`config.mk`:
```
export PLATFORM = sky130hd
export DESIGN_NAME = obi_bus_responder
export DESIGN_NICKNAME = d
export VERILOG_FILES = /design/src/rtl/obi_bus_responder_pkg.sv /design/src/rtl/obi_resp_fifo.sv /design/src/rtl/obi_bus_responder.sv
export SDC_FILE = /design/constraint.sdc
export NUM_CORES = 1
export LEC_CHECK = 0
export ABC_AREA = 1
export CAP_MARGIN = 15
export CORE_MARGIN = 3
export CORE_UTILIZATION = 30
export CTS_BUF_LIST = sky130_fd_sc_hd__clkbuf_16
export DETAILED_ROUTE_END_ITERATION = 7
export GPL_ROUTABILITY_DRIVEN = 0
export MAX_ROUTING_LAYER = met4
export PLACE_DENSITY = 0.55
export SYNTH_ARGS = -nofsm -noshare
export SYNTH_HDL_FRONTEND = slang
export SYNTH_HIERARCHICAL = 1
export SYNTH_SLANG_ARGS = --single-unit
export TNS_END_PERCENT = 20
```
`constraint.sdc`:
```
create_clock -name clock -period 3.4 [get_ports clock]
set_clock_uncertainty 0.1 [all_clocks]
set_input_delay 0.68 -clock clock [delete_from_list [all_inputs] [get_ports clock]]
set_output_delay 0.68 -clock clock [all_outputs]
set_load 0.02 [all_outputs]
```
`src/rtl/obi_bus_responder_pkg.sv`:
```
// Shared types for the formal OBI bus responder.
// Holds request/outstanding bundles and the counter width helper.
package obi_bus_responder_pkg;

    typedef struct packed {
        logic [31:0] addr;
        logic        we;
        logic [3:0]  be;
        logic [31:0] wdata;
    } obi_req_t;

    typedef struct packed {
        logic [31:0] addr;
        logic        we;
    } obi_outst_t;

    // Bits needed to hold values 0..max inclusive.
    function automatic int cnt_w(input int max);
        return $clog2(max + 1);
    endfunction

endpackage

```
`src/rtl/obi_resp_fifo.sv`:
```
// In-order outstanding-request FIFO for the OBI responder.
// Ports: clock, reset (sync, high), push/push_data, pop,
//        count, full, empty, head (oldest entry).
module obi_resp_fifo
    import obi_bus_responder_pkg::*;
#(
    parameter int DEPTH = 2,
    localparam int CW = cnt_w(DEPTH),
    localparam int PW = (DEPTH > 1) ? $clog2(DEPTH) : 1
) (
    input  logic          clock,
    input  logic          reset,
    input  logic          push,
    input  obi_outst_t    push_data,
    input  logic          pop,
    output logic [CW-1:0] count,
    output logic          full,
    output logic          empty,
    output obi_outst_t    head
);

    obi_outst_t    mem [DEPTH];
    logic [PW-1:0] wr_ptr;
    logic [PW-1:0] rd_ptr;

    // Pointers wrap modulo DEPTH, which need not be a power of two.
    function automatic logic [PW-1:0] inc(input logic [PW-1:0] p);
        return (p == PW'(DEPTH - 1)) ? '0 : p + PW'(1);
    endfunction

    always_ff @(posedge clock) begin
        if (push) begin
            mem[wr_ptr] <= push_data;
        end
    end

    always_ff @(posedge clock) begin
        if (reset) begin
            wr_ptr <= '0;
            rd_ptr <= '0;
            count  <= '0;
        end else begin
            if (push) begin
                wr_ptr <= inc(wr_ptr);
            end
            if (pop) begin
                rd_ptr <= inc(rd_ptr);
            end
            unique case ({push, pop})
                2'b10:   count <= count + CW'(1);
                2'b01:   count <= count - CW'(1);
                default: count <= count;
            endcase
        end
    end

    assign full  = (count == CW'(DEPTH));
    assign empty = (count == '0);
    assign head  = mem[rd_ptr];

endmodule

```
`src/rtl/obi_bus_responder.sv`:
```
// Formal OBI bus environment: legal, bounded, in-order gnt/rvalid.
// Ports: clock, reset, core req/addr/we/be/wdata, solver rand_*;
//        gnt_o, rvalid_o, rdata_o, err_o, proto_err_o (sticky).
// Macro OBI_BUS_RESPONDER_ERR_EN enables error responses.
module obi_bus_responder
    import obi_bus_responder_pkg::*;
#(
    parameter int MAX_OUTSTANDING  = 2,
    parameter int MAX_GNT_STALL    = 4,
    parameter int MAX_RVALID_STALL = 4
) (
    input  logic        clock,
    input  logic        reset,
    input  logic        req_i,
    input  logic [31:0] addr_i,
    input  logic        we_i,
    input  logic [3:0]  be_i,
    input  logic [31:0] wdata_i,
    input  logic        rand_gnt_i,
    input  logic        rand_rvalid_i,
    input  logic [31:0] rand_rdata_i,
    input  logic        rand_err_i,
    output logic        gnt_o,
    output logic        rvalid_o,
    output logic [31:0] rdata_o,
    output logic        err_o,
    output logic        proto_err_o
);

    localparam int CW = cnt_w(MAX_OUTSTANDING);
    localparam int GW = cnt_w(MAX_GNT_STALL);
    localparam int RW = cnt_w(MAX_RVALID_STALL);

    logic [CW-1:0] fifo_count;
    logic          full;
    logic          empty;
    obi_outst_t    head;
    obi_outst_t    push_data;
    logic [GW-1:0] gnt_stall;
    logic [RW-1:0] rv_wait;
    obi_req_t      cur;
    obi_req_t      held;
    logic          pend;
    logic [31:0]   unused_head_addr;

    assign cur       = '{addr: addr_i, we: we_i, be: be_i, wdata: wdata_i};
    assign push_data = '{addr: addr_i, we: we_i};

    // full is registered state, so a same-cycle pop cannot free a slot.
    assign gnt_o = !reset && req_i && !full
                 && (rand_gnt_i || gnt_stall == GW'(MAX_GNT_STALL));

    assign rvalid_o = !reset && fifo_count != '0
                    && (rand_rvalid_i || rv_wait == RW'(MAX_RVALID_STALL));

`ifdef OBI_BUS_RESPONDER_ERR_EN
    assign err_o = rvalid_o && rand_err_i;
`else
    logic unused_rand_err;
    assign unused_rand_err = rand_err_i;
    assign err_o = 1'b0;
`endif

    assign rdata_o = (rvalid_o && !head.we && !err_o) ? rand_rdata_i : '0;
    assign unused_head_addr = head.addr;

    obi_resp_fifo #(
        .DEPTH (MAX_OUTSTANDING)
    ) u_fifo (
        .clock     (clock),
        .reset     (reset),
        .push      (gnt_o),
        .push_data (push_data),
        .pop       (rvalid_o),
        .count     (fifo_count),
        .full      (full),
        .empty     (empty),
        .head      (head)
    );

    // Stall count freezes while full so forced grant waits for space.
    always_ff @(posedge clock) begin
        if (reset || !req_i || gnt_o) begin
            gnt_stall <= '0;
        end else if (!full && gnt_stall != GW'(MAX_GNT_STALL)) begin
            gnt_stall <= gnt_stall + GW'(1);
        end
    end

    // Counts cycles the current head has been visible unanswered.
    always_ff @(posedge clock) begin
        if (reset || rvalid_o || empty) begin
            rv_wait <= '0;
        end else if (rv_wait != RW'(MAX_RVALID_STALL)) begin
            rv_wait <= rv_wait + RW'(1);
        end
    end

    // An ungranted request must be held stable until granted.
    always_ff @(posedge clock) begin
        if (reset) begin
            pend        <= 1'b0;
            held        <= '0;
            proto_err_o <= 1'b0;
        end else begin
            if (pend && (!req_i || cur != held)) begin
                proto_err_o <= 1'b1;
            end
            pend <= req_i && !gnt_o;
            if (req_i && !gnt_o) begin
                held <= cur;
            end
        end
    end

endmodule

```
# [Word-level counts from Yosys, hierarchy flattened]
# Memories as Yosys holds them, arrays and structs flattened. A register that Yosys moved wholly into a read port is not among the register bits.
# Index checks and enable logic that the tools add are counted.
[word_totals] reg_bits=81 ramBits=66 input_bits=107 out_inout_bits=36 mem_count=1
[op_classes] n_addsub=6 n_eq_ne=8 muxes=8 reduce_logical=24
[mem_list] name="u_fifo.mem" words=2 word_bits=33 rd=1 rd_clocked_by_memory_dff=1 wr=1 line="obi_resp_fifo.sv:22" text="obi_outst_t mem [DEPTH];"
[op_table] operator="69-bit != test" n=1
[op_table] operator="32-bit 2-to-1 mux" n=1
[op_table] operator="1-bit logical AND" n=9
[op_table] operator="1-bit logical OR" n=7
[op_table] operator="3-bit by 1-bit adder with 3-bit output (second input constant)" n=2
[op_table] operator="3-bit == test (second input constant)" n=2
[op_table] operator="1-bit 2-to-1 mux" n=6
[op_table] operator="3-bit != test (second input constant)" n=2
[op_table] operator="1-bit zero test" n=5
[op_table] operator="2-bit == test (second input constant)" n=2
[op_table] operator="2-bit one-hot mux with 2 select lines" n=1
[op_table] operator="2-bit nonzero test" n=2
[op_table] operator="1-bit adder (second input constant)" n=2
[op_table] operator="2-bit by 1-bit adder with 2-bit output (second input constant)" n=1
[op_table] operator="2-bit by 1-bit == test with 1-bit output (second input constant)" n=1
[op_table] operator="2-bit zero test" n=1
[op_table] operator="2-bit by 1-bit subtractor with 2-bit output (second input constant)" n=1

# [Depth between registers and ports, before layout]
# Gate-level depths: netlist of the first run.
[depth] word_depth=6 mapped_depth=12

# [By module]
# Netlist of the first run, hierarchy kept.
[by_module_without_submodules] module="obi_bus_responder" n_inst=1 cells_per_inst=641 area_per_inst_um2=4117.7 seq_area_each_um2=1541.5
[by_module_without_submodules] module="obi_resp_fifo" n_inst=1 cells_per_inst=136 area_per_inst_um2=2762.6 seq_area_each_um2=2082.0

# [Worst setup path after synthesis of the first run]
# No wires, ideal clock.
[synth_path] kind="input-to-reg" startpoint="input reset" endpoint="memory u_fifo/mem[0][0] (netlist name) (enable)" t_arrival_ns=2.680 required_time_ns=2.877 setup_slack_ns=0.197 path_stages=5 path_buffers=0 path_cell_list="inv_2 > nand3_1 > a21oi_2 > inv_1 > nor2_1"
[synth_between] elab_chain_cells=6
[synth_rtl] item="start: declaration" line="obi_bus_responder.sv:13" text="input logic reset,"
[synth_rtl] item="1-bit zero test" line="obi_bus_responder.sv:50" text="assign gnt_o = !reset && req_i && !full"
[synth_rtl] item="1-bit logical AND (2 in a row)" line="obi_bus_responder.sv:50"
[synth_rtl] item="1-bit logical AND" line="obi_bus_responder.sv:51" text="&& (rand_gnt_i || gnt_stall == GW'(MAX_GNT_STALL));"
[synth_rtl] item="named net gnt_o" line="obi_bus_responder.sv:23" text="output logic gnt_o,"
[synth_rtl] item="1-bit 2-to-1 mux" line="obi_resp_fifo.sv:32" text="if (push) begin"
[synth_rtl] item="1-bit 2-to-1 mux (not written as such)" line="obi_resp_fifo.sv:33" text="mem[wr_ptr] <= push_data;"
[synth_rtl] item="end: declaration" line="obi_resp_fifo.sv:22"
# The timed path passes the listed nets, and every way through them passes these cells.

# [Final worst setup path of the first run]
[layout_path] startpoint="input rand_rvalid_i" endpoint="output rdata_o[12]"
[layout_between] elab_chain_cells=4
[layout_rtl] item="start: declaration" line="obi_bus_responder.sv:20" text="input logic rand_rvalid_i,"
[layout_rtl] item="1-bit logical OR" line="obi_bus_responder.sv:54" text="&& (rand_rvalid_i || rv_wait == RW'(MAX_RVALID_STALL));"
[layout_rtl] item="1-bit logical AND" line="obi_bus_responder.sv:54"
[layout_rtl] item="1-bit logical AND" line="obi_bus_responder.sv:64" text="assign rdata_o = (rvalid_o && !head.we && !err_o) ? rand_rdata_i : '0;"
[layout_rtl] item="32-bit 2-to-1 mux" line="obi_bus_responder.sv:64"
[layout_rtl] item="end: declaration" line="obi_bus_responder.sv:25" text="output logic [31:0] rdata_o,"
# No other way between the ends.

==> impl_metrics.tcl, run 1 <==
set metrics [dict create \
    status "completed" \
    vdd_drop_max_v 0.000192 \
    via_per_inst 4.38 \
    p_comb_frac 0.186 \
    p_per_area_nw_per_um2 383 \
    rows 43 \
    clock.fmax_mhz 330 \
    switchingPower_mw 0.642 \
    post_cts_buffers 0 \
    ios 143 \
    hold_path.class "register to register" \
    route.detailed.drc 0 \
    grt_usage 0.139 \
    drive_above_1_share 0.0394 \
    cts_sinks 84 \
    seqPwrFrac 0.453 \
    rrSetupSlack_ps 1330 \
    grt_pass1_wl_mm 18.0 \
    wl_per_cell_um 11.3 \
    die-area_um2 16300 \
    die_h_um 128 \
    post-route-period-util 0.890 \
    start_util 0.313 \
    hpwl_mm 8.19 \
    finalWirelength_mm 11.3 \
    crit_required_ps 2620 \
    yosys_warnings 6 \
    drt_iter0_markers 162 \
    arrival_ps 2250 \
    nNetsFinal 920 \
    grt_start_max_net_pins 117 \
    ctsHoldBuffers 0 \
    clockBufferDepth 2 \
    cts_made_buffers 9 \
    cts_max_level 3 \
    crit_end "rdata_o[12]" \
    critPathLaunchType "input pin" \
    criticalPathCategory "input pin to output port" \
    intPower_mw 1.77 \
    numPortBuffers 140 \
    vias 4345 \
    r2r-start "gnt_stall[0]" \
    worst_setup_path_end_kind "output port" \
    firstDrtPassIters 4 \
    syn_nets 791 \
    drv_cap 0 \
    sw_frac_of_total 0.266 \
    antenna_found_initial 0 \
    grt_pass1_vias 3954 \
    rsz0062_at_grt "false" \
    worst_skew_pair.late_latency_ps 330 \
    design_area_um2 6310 \
    clk_pin_slew_ps 60 \
    worst-path-max-fanout 32 \
    reg2reg_to "held[29]" \
    core_area_um2 14200 \
    placed_cell_area_um2 5970 \
    globalRouteOverflowTotal 0 \
    period_needed_ps 3030 \
    syn_inst 679 \
    tns_ps 0 \
    finalMaxSlewViolations 0 \
    report.final.setup_viol 0 \
    worst_pin_slew_ps 728 \
    leakagePower_nw 3.41 \
    die_x_um 128 \
    cts-root-buf "clkbuf_16" \
    power_frac_clock 0.361 \
    diodes 0 \
    drtAntennaViolNets 0 \
    synthToLayoutAreaGrowth_pct 41.7 \
    finalHoldViolations 0 \
    fin_util 0.444 \
    cts_tree "built" \
    avgSynthCellArea_um2 6.55 \
    relSlewSlack 0.514 \
    rr_worst_depth 10 \
    crit_start "rand_rvalid_i" \
    syn-cell-area_um2 4450 \
]
[placed cells by master (no fill, tap or decap), types with 3 or more instances in the layout]
cell type and instances:
xor2_1 21, inv_1 119, clkinv_2 4, clkdlybuf4s50_1 108, dfxtp_1 82, dlymetal6s2s_1 32
nand3_1 5, xnor2_1 8, nor2_1 130, inv_2 3, o21ai_0 93, nand2_1 117
buf_4 4, ha_1 5, clkbuf_16 9, a21oi_1 52
[layer usage]
layer	track usage	vias to the layer above	share of wire
met1	0.162	1876	0.45
met2	0.230	125	0.46
li1	-	2333	-
met3	0.0375	11	0.075
met4	0.0506	0	0.014
met5	-	-	0
[worst min-delay path by stage]
stage,from,end,slack (ps),cells after the start
final,pend,proto_err_o,340,2
after global routing,proto_err_o,proto_err_o,380,2
after CTS,pend,proto_err_o,350,2
after detailed placement,pend,proto_err_o,340,2
after global placement,pend,proto_err_o,340,2
after floorplan,pend,proto_err_o,320,2
[power by group through the flow]
stage                     clock network (mW)  registers [mW]  logic (mW)
after floorplan                            0            1.11       0.256
after global placement                     0            1.11       0.443
after detailed placement                   0            1.11       0.454
after CTS                              0.915            1.09       0.457
after global routing                   0.950            1.10       0.514
final                                  0.871            1.09       0.449
[metrics by stage]
| step | power, mW | setup WS [ps] | hold slack [ps] | std cells |
|---|---|---|---|---|
| after floorplan | 1.37 | 772 | 318 | 679 |
| after detailed placement | 1.57 | 1.36 | 341 | 977 |
| after global routing | 2.56 | 258 | 378 | 993 |
| final | 2.41 | 373 | 343 | 993 |
| after global placement | 1.55 | 36.3 | 336 | 977 |
| after CTS | 2.47 | 0.256 | 350 | 993 |
[layout make-up]
type                    count  area (µm²)
fillers                  1454        7900
multi-input cells         446        2110
flip-flops and latches     84        1700
repair buffers            146        1550
inverters                 121         454
clock buffers               9         225
well taps                 180         225
clock inverters             7        35.0
[repair_timing]
action | CTS | global route
gates resized for setup | 0 | 32
endpoints found under the setup margin | 0 | 32
hold endpoints to repair | 0 | 0
[registers in the layout, indices dropped and copies added, names as in the netlist, named ones only]
signal and count:
gnt_stall 3, held 69, pend 1, proto_err_o 1
rv_wait 3, u_fifo/count 2, u_fifo/mem 2, u_fifo/rd_ptr 1
u_fifo/wr_ptr 1
[critical path: stages]
cell	delay (ps)
clkdlybuf4s50_1	450
inv_1	40
a21oi_2	110
o21a_2	150
inv_2	30
or2_1	230
buf_12	170
nor2_1	110
dlymetal6s2s_1	250
Power figures use the tool's default switching activity.
==> run 2: changes to the inputs <==
Settings changed: CORE_MARGIN 3 to unset.
==> impl_metrics.tcl, run 2 (synthesis gave the netlist of run 1 again) <==
set metrics [dict create \
    status "completed" \
    rows 44 \
    globalRouteOverflowTotal 0 \
    die-area_um2 15300 \
    seqPwrFrac 0.444 \
    core_area_um2 14500 \
    top_regs "held: 69 flops, gnt_stall: 3 flops, rv_wait: 3 flops" \
    sw_frac_of_total 0.254 \
    worst_setup_path_end_kind "output port" \
    report.final.setup_viol 0 \
    clock.fmax_mhz 322 \
    mostFrequentLayoutCell "nor2_1" \
    synthToLayoutAreaGrowth_pct 42.3 \
    hpwl_mm 8.05 \
    leakagePower_nw 3.41 \
    worst_skew_pair.late_latency_ps 330 \
    fin_ws_ps 298 \
    drtAntennaViolNets 0 \
    vdd_drop_max_v 0.000185 \
    cts-root-buf "clkbuf_16" \
    grt_usage 0.149 \
    route.detailed.drc 0 \
    final.fill_count 1469 \
    firstDrtPassIters 4 \
    switchingPower_mw 0.625 \
    die_h_um 124 \
    top_register "held" \
    grt_pass1_wl_mm 17.1 \
    wl_per_cell_um 11.2 \
    relSlewSlack 0.574 \
    criticalPathCategory "input pin to output port" \
    intPower_mw 1.84 \
    diodes 0 \
    hold_path.class "register to register" \
    nNetsFinal 921 \
    start_util 0.307 \
    worst-path-max-fanout 32 \
    most-common-layout-cells "nor2_1 (130), inv_1 (120), nand2_1 (117), clkdlybuf4s50_1 (108), o21ai_0 (93)" \
    drt_iter0_markers 188 \
    finalHoldViolations 0 \
    antenna_found_initial 0 \
    vias 4384 \
    finalWirelength_mm 11.1 \
    numPortBuffers 140 \
    crit_required_ps 2620 \
    clockBufferDepth 2 \
    power_frac_clock 0.373 \
    die_x_um 124 \
    total_power_mw 2.47 \
    placed_cell_area_um2 5980 \
    critPathLaunchType "input pin" \
    cts_tree "built" \
    cts_max_level 3 \
    tns_ps 0 \
    via_per_inst 4.40 \
    cts_made_buffers 9 \
    clk_pin_slew_ps 60 \
    finalMaxSlewViolations 0 \
    post-route-period-util 0.912 \
    cts_sinks 84 \
    design_area_um2 6330 \
    grt_start_max_net_pins 117 \
    worst_pin_slew_ps 639 \
    rsz0062_at_grt "false" \
    arrival_ps 2320 \
    p_comb_frac 0.183 \
    largest_reg_flops 69 \
    grt_pass1_vias 3943 \
    p_per_area_nw_per_um2 389 \
    post_cts_buffers 0 \
    period_needed_ps 3100 \
    drv_cap 0 \
    drive_above_1_share 0.0369 \
    ios 143 \
    place_ws_ps 0.631 \
]
[run 2: cell count changes in the layout (fill, tap and decap cells not counted)]
cell / before / now
clkinv_2: 4 / 1
buf_4: 4 / 5
bufinv_16: 0 / 1
clkinv_1: 1 / 2
clkinvlp_4: 1 / 0
dlygate4sd2_1: 0 / 1
dlymetal6s2s_1: 32 / 31
inv_1: 119 / 120
[run 2: per-layer routing]
metal  vias to the layer above  part of all wire  GRT usage
li1                       2332                 -          -
met1                      1904              0.42      0.149
met2                       136              0.47      0.269
met3                        12             0.095     0.0426
met4                         0             0.013     0.0587
met5                         -                 0          -
[run 2: path summary, 6_finish.rpt]
kind / startpoint / to / slack [ps] / depth (start not counted)
setup / recovery: rand_rvalid_i / rdata_o[24] / 300 / 9
hold / removal: pend / proto_err_o / 340 / 2
setup reg to reg: u_fifo/count[0] / held[19] / 1410 / 9
hold reg to reg: pend / proto_err_o / 340 / 2
[run 2: metrics by stage]
stage | cells | hold slack (ps) | util
2_1_floorplan | 679 | 318 | -
3_3_place_gp | 982 | 340 | 0.413
3_5_place_dp | 982 | 340 | 0.413
4_1_cts | 997 | 346 | 0.432
5_1_grt | 997 | 362 | 0.437
6_report | 997 | 337 | 0.437
[run 2: cell type report]
cell class	instances	area, µm²	share of cell area
flip-flops and latches	84	1700	0.269
multi-input cells	446	2110	0.334
repair buffers	147	1560	0.246
well taps	184	230	0.0364
clock inverters	6	50.0	0.00791
inverters	121	454	0.0718
clock buffers	9	225	0.0356
[run 2: repair_timing]
| item | 4_1_cts | 5_1_grt |
|---|---|---|
| gates resized for setup | 1 | 31 |
| setup endpoints to repair | 1 | 31 |
| gates cloned | 0 | 0 |
| hold buffers | 0 | 0 |
[run 2: critical path, stage by stage]
cell and delay, ps:
clkdlybuf4s50_1 450, inv_1 40, a21oi_2 120, o21a_2 150
inv_2 30, or2_1 230, buf_12 170, nor2_1 90
dlygate4sd2_1 340
[run 2: power by group through the flow]
stage | sequential, mW | clock, mW | combinational [mW]
5_1_grt | 1.10 | 1.00 | 0.515
2_1_floorplan | 1.11 | 0 | 0.256
3_5_place_dp | 1.12 | 0 | 0.455
3_3_place_gp | 1.11 | 0 | 0.443
6_report | 1.09 | 0.920 | 0.452
4_1_cts | 1.09 | 0.961 | 0.458
==> run 3: changes to the inputs <==
Settings changed: CTS_BUF_LIST sky130_fd_sc_hd__clkbuf_16 to sky130_fd_sc_hd__clkbuf_8, PLACE_DENSITY 0.55 to 0.56.
Clock period 3.4 ns to 2.54 ns, I/O delays scaled along.
==> impl_metrics.tcl, run 3 (synthesis gave the netlist of run 1 again) <==
set metrics [dict create \
    status "complete, but fails checks" \
    violations "negative setup slack" \
    vdd_drop_max_v 0.000214 \
    crit_family "simple AND/OR/NAND/NOR gates" \
    cts_tree "built" \
    critPathBufInv 4 \
    period_needed_ps 2600 \
    tns_ps -1090 \
    rows 44 \
    antenna_found_initial 0 \
    cts_sinks 84 \
    largest_reg_flops 69 \
    clk_pin_slew_ps 80 \
    die-area_um2 15300 \
    leakagePower_nw 2.98 \
    grt_start_max_net_pins 70 \
    synthToLayoutAreaGrowth_pct 45.3 \
    nNetsFinal 937 \
    mostFrequentLayoutCell "nand2_1" \
    arrival_ps 1990 \
    grt_pass1_wl_mm 17.1 \
    fin_util 0.447 \
    cts_made_buffers 9 \
    ctsHoldBuffers 0 \
    worst_setup_path_end_kind "output port" \
    drtAntennaViolNets 0 \
    rsz0062_at_grt "true" \
    fin_ws_ps -61.6 \
    criticalPathCategory "register to output port" \
    finalHoldViolations 0 \
    design_area_um2 6470 \
    clock.fmax_mhz 384 \
    firstDrtPassIters 4 \
    grt_pass1_vias 3847 \
    wl_per_cell_um 10.9 \
    finalMaxSlewViolations 0 \
    hold_path.class "register to register" \
    worst-path-max-fanout 8 \
    cp_common_cell "inv_2" \
    placed_cell_area_um2 6090 \
    start_util 0.307 \
    via_per_inst 4.23 \
    diodes 0 \
    ios 143 \
    cts-root-buf "clkbuf_8" \
    relSlewSlack 0.577 \
    drv_cap 0 \
    globalRouteOverflowTotal 0 \
    worst_pin_slew_ps 634 \
    vias 4290 \
    top_register "held" \
    most-common-layout-cells "nand2_1 (117), inv_1 (116), clkdlybuf4s50_1 (105), nor2_1 (103), o21ai_0 (93)" \
    worst_skew_pair.late_latency_ps 370 \
    core_area_um2 14500 \
    crit_chain "inv_2, ha_4, nand2_4, a21oi_2, o21a_2, inv_2, or2_4, buf_16, nor2_2, buf_4" \
    die_x_um 124 \
    hpwl_mm 7.80 \
    grt_usage 0.149 \
    critPathLaunchType "register" \
    drt_iter0_markers 122 \
    cts_max_level 3 \
    slowest_stage "dfxtp_2" \
    report.final.setup_viol 32 \
    numPortBuffers 140 \
    rrSetupSlack_ps 570 \
    finalWirelength_mm 11.1 \
    drive_above_1_share 0.139 \
    route.detailed.drc 0 \
    crit_required_ps 1930 \
    die_h_um 124 \
    post-route-period-util 1.02 \
    p_per_area_nw_per_um2 467 \
    clockBufferDepth 2 \
    max_stage_delay_ps 330 \
    top_regs "held: 69 flops, gnt_stall: 3 flops, rv_wait: 3 flops" \
]
==> run 3: cell types whose count changed in the layout (fill, tap and decap cells not counted), moves of 4 or more <==
cell	change
buf_4	+32
dlymetal6s2s_1	-31
nor2_1	-27
nor2_2	+17
clkbuf_8	+12
buf_6	+11
nor2_4	+10
clkbuf_16	-8
inv_1	-4
==> run 3: metrics by stage <==
step                      setup slack (ps)  cells  total power, mW  hold WS [ps]
after floorplan                        171    679             1.83           318
after global placement                -476    993             2.11           340
after detailed placement              -513    993             2.12           337
after CTS                            -49.0   1012             3.07           345
after global routing                  -166   1014             3.22           365
final                                -61.6   1014             3.02           336
==> run 3: layout make-up <==
cell class | instances | area (µm²)
Clock inverter | 4 | 22.5
Multi-Input combinational cell | 446 | 2250
Timing Repair Buffer | 163 | 1640
Tap cell | 184 | 230
Clock buffer | 12 | 165
Inverter | 121 | 454
Fill cell | 1488 | 8010
Sequential cell | 84 | 1700
==> run 3: final timing paths <==
kind               from              end  cells after the start
max          rv_wait[0]      rdata_o[19]                     10
max reg2reg  rv_wait[1]  u_fifo/count[1]                     14
min reg2reg        pend      proto_err_o                      2
min                pend      proto_err_o                      2
==> run 3: per-layer routing <==
metal	up-vias	routed length (µm)	track usage
met2	128	5050	0.253
met1	1795	4780	0.161
met3	12	1060	0.0476
li1	2355	-	-
met5	-	0	-
met4	0	167	0.0587
==> run 3: power breakdown <==
group / internal, mW / switching (mW)
Combinational: 0.330 / 0.313
Sequential: 1.42 / 0.0423
Clock: 0.431 / 0.486
Total: 2.18 / 0.841
==> run 3: timing repair <==
item | CTS | global route
setup buffers | 1 | 1
resized for setup | 189 | 32
gates cloned | 2 | 1
endpoints found under the setup margin | 34 | 32
pin swaps | 1 | 3
==> run 3: worst register-to-register path, stage by stage, from the launching register on <==
cell	delay, ps
dfxtp_1	350
inv_2	50
ha_4	160
nand2_4	70
a21oi_2	50
o21a_2	120
buf_4	120
buf_4	120
buf_4	130
ha_1	300
inv_1	90
nand2_1	50
nor2_1	80
nor2_1	50
nor2_1	80
